[src/rtl/pb_timer_ctrl.sv]
// PicoBlaze port-mapped controller for a simple_timer: prescaled CE strobes, run/stop FSM,
// sticky DONE with acknowledged interrupt. Define PB_TIMER_OVERRUN_EN to build the STATUS OVERRUN bit.
module pb_timer_ctrl #(
  parameter logic [7:0]  BASE_ADDR        = 8'h00,
  parameter int unsigned PRESCALE_BITS    = 16,
  parameter int unsigned DEFAULT_PRESCALE = 0
) (
  input  logic       CLK,
  input  logic       RST_N,
  input  logic [7:0] PORT_ID,
  input  logic       WRITE_STROBE,
  input  logic       READ_STROBE,
  input  logic [7:0] OUT_PORT,
  output logic [7:0] IN_PORT,
  output logic       INTERRUPT,
  input  logic       INTERRUPT_ACK,
  output logic       TIMER_CE,
  output logic       TIMER_CLR,
  input  logic       TIMER_DONE
);

  localparam int unsigned PB = PRESCALE_BITS;

  typedef enum logic [1:0] {
    ST_IDLE    = 2'd0,
    ST_CLEAR   = 2'd1,
    ST_COUNT   = 2'd2,
    ST_EXPIRED = 2'd3
  } state_e;

  state_e        state_q, state_d;
  logic [2:0]    ctrl_q, ctrl_d;
  logic [PB-1:0] prescale_q, prescale_d;
  logic [PB-1:0] active_q, active_d;
  logic [PB-1:0] presc_cnt_q, presc_cnt_d;
  logic          done_q, done_d;
  logic          irq_q, irq_d;
  logic [7:0]    in_port_q, in_port_d;
  logic          ovr_q, ovr_d;

  logic          sel_c, wr_ctrl_c, wr_lo_c, wr_hi_c, wr_stat_c, stop_wr_c;
  logic          ce_c, clr_c, done_evt_c, running_c;
  logic [15:0]   presc_wide_c, presc_wr_c;

  // Reads are side-effect free, so the strobe only marks bus activity.
  logic unused_read_strobe;
  assign unused_read_strobe = READ_STROBE;

  assign sel_c     = (PORT_ID[7:2] == BASE_ADDR[7:2]);
  assign wr_ctrl_c = WRITE_STROBE && sel_c && (PORT_ID[1:0] == 2'd0);
  assign wr_lo_c   = WRITE_STROBE && sel_c && (PORT_ID[1:0] == 2'd1);
  assign wr_hi_c   = WRITE_STROBE && sel_c && (PORT_ID[1:0] == 2'd2);
  assign wr_stat_c = WRITE_STROBE && sel_c && (PORT_ID[1:0] == 2'd3);
  assign stop_wr_c = wr_ctrl_c && !OUT_PORT[0];
  assign running_c = (state_q == ST_CLEAR) || (state_q == ST_COUNT);

  assign presc_wide_c = 16'(prescale_q);

  always_comb begin
    state_d     = state_q;
    ctrl_d      = ctrl_q;
    prescale_d  = prescale_q;
    active_d    = active_q;
    presc_cnt_d = presc_cnt_q;
    done_d      = done_q;
    irq_d       = irq_q;
    ovr_d       = ovr_q;
    in_port_d   = 8'h00;
    ce_c        = 1'b0;
    clr_c       = 1'b0;
    done_evt_c  = 1'b0;
    presc_wr_c  = presc_wide_c;

    unique case (state_q)
      ST_IDLE: clr_c = 1'b1;
      ST_CLEAR: begin
        clr_c       = 1'b1;
        presc_cnt_d = '0;
        active_d    = prescale_q;
        state_d     = ST_COUNT;
      end
      ST_COUNT: begin
        if (presc_cnt_q == active_q) begin
          presc_cnt_d = '0;
          active_d    = prescale_q;
          ce_c        = !TIMER_DONE;
        end else begin
          presc_cnt_d = presc_cnt_q + PB'(1);
        end
        if (TIMER_DONE) begin
          done_evt_c = !stop_wr_c;
          if (ctrl_q[1]) begin
            state_d = ST_CLEAR;
          end else begin
            state_d   = ST_EXPIRED;
            ctrl_d[0] = 1'b0;
          end
        end
      end
      ST_EXPIRED: ;
      default: state_d = ST_IDLE;
    endcase

    // Bus writes override the FSM's own transition in the same cycle.
    if (wr_ctrl_c) begin
      ctrl_d  = OUT_PORT[2:0];
      state_d = OUT_PORT[0] ? ST_CLEAR : ST_IDLE;
    end
    if (wr_lo_c) presc_wr_c[7:0] = OUT_PORT;
    if (wr_hi_c) presc_wr_c[15:8] = OUT_PORT;
    if (wr_lo_c || wr_hi_c) prescale_d = PB'(presc_wr_c);

    // A done event beats a same-cycle clear.
    if (done_evt_c) done_d = 1'b1;
    else if (wr_stat_c && OUT_PORT[0]) done_d = 1'b0;

    if (done_evt_c && ctrl_q[2]) irq_d = 1'b1;
    else if (INTERRUPT_ACK || (wr_stat_c && OUT_PORT[0])) irq_d = 1'b0;

`ifdef PB_TIMER_OVERRUN_EN
    if (done_evt_c && done_q) ovr_d = 1'b1;
    else if (wr_stat_c && OUT_PORT[2]) ovr_d = 1'b0;
`else
    ovr_d = 1'b0;
`endif

    if (sel_c) begin
      unique case (PORT_ID[1:0])
        2'd0: in_port_d = {5'b0, ctrl_q};
        2'd1: in_port_d = presc_wide_c[7:0];
        2'd2: in_port_d = presc_wide_c[15:8];
        2'd3: in_port_d = {5'b0, ovr_q, running_c, done_q};
        default: in_port_d = 8'h00;
      endcase
    end
  end

  always_ff @(posedge CLK or negedge RST_N) begin
    if (!RST_N) begin
      state_q     <= ST_IDLE;
      ctrl_q      <= 3'b000;
      prescale_q  <= PB'(DEFAULT_PRESCALE);
      active_q    <= PB'(DEFAULT_PRESCALE);
      presc_cnt_q <= '0;
      done_q      <= 1'b0;
      irq_q       <= 1'b0;
      ovr_q       <= 1'b0;
      in_port_q   <= 8'h00;
    end else begin
      state_q     <= state_d;
      ctrl_q      <= ctrl_d;
      prescale_q  <= prescale_d;
      active_q    <= active_d;
      presc_cnt_q <= presc_cnt_d;
      done_q      <= done_d;
      irq_q       <= irq_d;
      ovr_q       <= ovr_d;
      in_port_q   <= in_port_d;
    end
  end

  // CE must drop in the very cycle TIMER_DONE rises, so timer strobes decode from current state.
  assign TIMER_CE  = ce_c;
  assign TIMER_CLR = clr_c;
  assign IN_PORT   = in_port_q;
  assign INTERRUPT = irq_q;

endmodule

[config.mk]
export PLATFORM = sky130hd
export DESIGN_NAME = pb_timer_ctrl
export DESIGN_NICKNAME = d
export VERILOG_FILES = /design/src/rtl/pb_timer_ctrl.sv
export SDC_FILE = /design/constraint.sdc
export NUM_CORES = 1
export LEC_CHECK = 0
export CORE_ASPECT_RATIO = 1.2
export CORE_UTILIZATION = 55
export DETAILED_ROUTE_END_ITERATION = 8
export PLACE_DENSITY_LB_ADDON = 0.25
export SLEW_MARGIN = 20
export SYNTH_ARGS = -nofsm -noshare
export SYNTH_HDL_FRONTEND = slang
export SYNTH_SLANG_ARGS = --single-unit
[constraint.sdc]
create_clock -name CLK -period 2.4 [get_ports CLK]
set_clock_uncertainty 0.1 [all_clocks]
set_input_delay 0.36 -clock CLK [delete_from_list [all_inputs] [get_ports CLK]]
set_output_delay 0.36 -clock CLK [all_outputs]
set_load 0.05 [all_outputs]
Word level (Yosys, flattened, before mapping). Index checks and enable logic that the tools add are counted.

Bits in registers: 63. Input port bits: 22. Output and inout port bits: 11. Word-level logic and storage cells: 73.

$add $sub $neg: 1. Equality and inequality tests: 9. Muxes and demuxes: 24. Reductions and logical operators: 29.

Operators by type and width (count): $pmux 16 s2 (2); $mux 16 (2); $pmux 8 s4 (1); $add 16x1->16 const B (1); $eq 16x16->1 (1); $mux 1 (14); $reduce_bool 2->1 (5); $logic_and 1x1->1 (8); $mux 8 (1); $reduce_and 2->1 (4); $eq 2x2->1 const B (3); $logic_not 6->1 (1); $mux 2 (3); $eq 2x1->1 const B (2); $logic_not 2->1 (2); $ne 2x1->1 const B (2); $pmux 2 s2 (1); $logic_not 1->1 (3); $logic_or 1x1->1 (3); $ne 3x3->1 const B (1); $reduce_and 3->1 (1); $reduce_bool 3->1 (1); $reduce_or 2->1 (1).

Longest topological paths before layout.
Word-level depth: 9. Gate-level depth with buffers: 7. Depth with buffers taken out: 7.

Worst setup path before layout. Ideal clock, no wire load.

Path kind: flip-flop to output port. From: reg presc_cnt_q[5]. To: out TIMER_CE. Arrival: 1.824 ns. Data required time: 1.940 ns. Path slack: 0.116 ns. Stages on the path, launching flop included: 7. Buffers on the path: 1. Cell sequence: dfrtp_1 buf_4 xnor2_2 nand4_2 nor4_4 nand2_1 nor2_1.

Cells in the longest elaborated chain, start to end: 3.

Ends and longest elaborated chain: start, declared (RTL line 35) `logic [PB-1:0] presc_cnt_q, presc_cnt_d;`; start signal, assigned (RTL line 154) `presc_cnt_q <= presc_cnt_d;`; $eq 16x16->1 (RTL line 83) `if (presc_cnt_q == active_q) begin`; $mux 1 (RTL line 83); $mux 1 (RTL line 74) `unique case (state_q)`; end, declared (RTL line 17) `output logic TIMER_CE,`.

No other way between the ends.

Worst setup path after layout.
From: reg presc_cnt_q[7]. To: out TIMER_CE.

Same word-level chain as after synthesis.

==> results by group <==
Route
  • Routed vias/inst: between 5 and 6
  • Routed Wire Length: between 6 and 7 mm
  • Drt drc: 0
  • Post-route ant nets: 0
  • Via count: 1987
  • DRT Pass-1 Iters: 4
  • DRT iter0 DRCs: 95
  • Routed len/inst: between 15 and 20 microns

Power and ir drop
  • Pwr dens: 834.0 nW/um^2
  • Final Total Pwr: between 3 and 4 mW
  • P_leak: between 1.5 and 2 nW
  • Maximum VDD drop: around 0.00055 V

GRT
  • Met2 GRT Util: between 30% and 40%
  • GRT met3 Usage: around 4.0%
  • Largest net degree at the start of global routing: between 40 and 50
  • GR Util met1: ~29%
  • Most Crowded Layer GR: met2
  • Vias in the first global route: 2021
  • Overall routing resource usage: ~23%
  • First-pass GRT wire length: 10.03 mm
  • Initial antenna violation count: 0
  • Gr ovfl total: 0

Synthesis
  • Cell count after synthesis: between 200 and 250
  • Post-Synth XOR/XNOR Area: 8.071%
  • Synth cell types: 44
  • Syn avg cell area: approximately 13 sq um
  • Compound-Gate Fraction of Synth Area: roughly 5.9%
  • Register area share after synthesis: a little over half
  • Synth Cell Area: approximately 3000 sq um
  • Simple-Gate Fraction of Synth Area: 14.20%
  • Post-synthesis mux area share: roughly 16%
  • Main combinational cell family by area after synthesis: multiplexers
  • Syn Nets: 267
  • Synth Register Bits: between 60 and 70
  • Synth Area in Adders: 1.656%
  • YS warnings: 0

Outcome
  • Failing checks: negative setup slack
  • Status: complete, but fails checks

Placement
  • Placement Setup Slack: between 0.07 and 0.08 ns
  • Area after DPL: roughly 3500 sq um
  • Gpl congestion: 0.7911
  • Count of port buffers added during placement: 31
  • Detailed placement HPWL: around 4.3 mm

Timing
  • Fin. Hold Viols: 0
  • Max_slew headroom: about a third
  • RSZ-0062 raised after global routing: yes
  • Final setup fails: 1
  • Part of the cycle the worst path needs: 101.3%
  • Fmax: between 0.4 and 0.5 GHz
  • Post-route minimum period: roughly 2.4 ns
  • Setup ws final: -0.03189 ns
  • Hold slack: ~0.40 ns
  • Max Slew Vio Count: 0
  • Slew @ Worst Pin: 1.019 ns

Setup path
  • Kind of cell adding the most delay to the critical path: simple AND/OR/NAND/NOR gates
  • Buf/Inv on CP: 1
  • CP max stage delay: approximately 0.46 ns
  • Arr. time, crit path: just under 2 ns
  • Req. time, crit path: slightly below 2 ns
  • CP max FO: 5
  • Slowest CP cell: dfrtp_2
  • Critical path cell sequence: xnor2_2 > nand4_1 > nor4_4 > nand2_1 > nor2_2 > buf_12
  • Critical Path End Type: primary output
  • Type of origin of the critical path: flop
  • Setup CP Type: flop to primary output

Layout
  • Util after Layout: between 70 and 80%
  • Most frequent cells in the layout: 61 x dfrtp_1, 28 x clkdlybuf4s50_1, 27 x nor2_1, 25 x mux2_2, 16 x xnor2_1
  • Synthesis-to-layout area growth: 23.80%
  • Final instance area: approximately 3700 sq um
  • Most common cell after layout, fill and taps aside: dfrtp_1
  • N_diodes: 0
  • Layout Nets: 320
  • Share of cells above drive strength 1: ~30%

Clock network
  • H-tree Lvls: 3
  • Clock net sink count: 63
  • Clk buf depth: 2
  • TritonCTS clock tree: done
  • CTS root buf: clkbuf_8
  • CTS buffer count: 9
  • Clock-pin transition on the worst setup and hold timing paths: around 0.080 ns
  • Clk_lat worst skew: ~0.36 ns

Floorplan
  • Die Span Y: 83.21 microns
  • Core Rows: 29
  • Total die area: just under 6000 sq um
  • Horiz. Die Dim: approximately 70 microns
  • Core area: 5298 sq um
  • Initial Util: a little under three fifths
  • Num ports: 33

Worst hold path
  • Worst min path class: primary input to asynchronous set/reset pin

Job
  • Max_cap viols: 0
==> power by group <==
| group | switching [mW] | internal [mW] |
|---|---|---|
| sequential | 0.0771 | 1.14 |
| combinational | 0.571 | 0.478 |
| clock | 0.444 | 0.407 |
==> flip-flops by register name, summed over array words and instances (netlist names) <==
register,count
presc_cnt_q,16
presc_wide_c,16
done_q,1
state_q,2
IN_PORT,8
ctrl_q,3
active_q,16
INTERRUPT,1
==> cell families after synthesis <==
logic type,after synthesis
mux,38
compound gates,22
fa+ha+maj,4
simple gates,76
flops,63
xor+xnor,27
buf+inv,11
==> final cells by class <==
cell class                      count  area (sq um)
Clock inverter                      6         43.79
Sequential cell                    63          1579
Multi-Input combinational cell    167          1413
Inverter                            4         15.01
Clock buffer                       10         137.6
Fill cell                         376          1555
Tap cell                           62         77.57
Timing Repair Buffer               49         476.7
==> stage by stage <==
stage          cells  TNS [ns]
6_report         361  -0.03189
5_1_grt          361   -0.7037
4_1_cts          358  -0.06485
3_5_place_dp     341         0
3_3_place_gp     341         0
2_1_floorplan    241         0
==> layer usage <==
layer	share of wire [%]	routed length, microns
met1	43	2610
met2	50	3031
met3	2.8	169
met4	3.2	194
met5	0	0
==> path summary, 6_finish.rpt <==
| kind | slack, ns | depth (start not counted) | endpoint | start |
|---|---|---|---|---|
| setup / recovery | -0.03 | 6 | TIMER_CE | presc_cnt_q[7]$_DFFE_PN0N_ |
| max in group asynchronous | 1.19 | 3 | presc_cnt_q[7]$_DFFE_PN0N_ | RST_N |
| hold / removal | 0.40 | 2 | IN_PORT[1]$_DFF_PN0_ | RST_N |
| min in group CLK | 0.43 | 1 | active_q[5]$_DFFE_PN0P_ | presc_wide_c[5]$_DFFE_PN0P_ |
| hold reg to reg | 0.43 | 1 | active_q[5]$_DFFE_PN0P_ | presc_wide_c[5]$_DFFE_PN0P_ |
| setup reg to reg | 0.10 | 5 | active_q[2]$_DFFE_PN0P_ | presc_cnt_q[7]$_DFFE_PN0N_ |
==> cells in the mapped netlist (all sizes together) <==
cell	instances	area, sq um
and2	2	12.51
nand4bb	1	11.26
nor4	4	46.29
mux2	35	431.7
xor2	7	61.31
a211o	1	8.760
buf	5	36.28
a221oi	1	8.760
nand2b	1	6.260
a21oi	4	20.02
o32ai	1	8.760
a22oi	5	37.54
o41ai	1	27.53
ha	4	50.05
and4	2	17.52
nor2	29	111.4
dfrtp	63	1577
mux2i	1	10.01
a22o	1	8.760
o2bb2ai	1	8.760
nand2	11	41.29
and3	3	18.77
a21bo	1	10.01
a21boi	1	11.26
nand4	8	62.56
mux4	2	45.04
or2	1	6.260
nor2b	4	25.02
nand3	8	40.04
or3	1	6.260
a21o	1	7.510
clkbuf	2	7.510
xnor2	20	182.7
o21ai	4	20.02
inv	4	15.01
nor4b	1	23.77
==> what timing repair did <==
item,CTS,global route
setup endpoints to repair,2,7
hold buffers,1,0
pin swaps,1,5
hold endpoints to repair,19,0
gates resized for setup,3,4
setup buffers,0,3
Power figures use the tool's default switching activity.
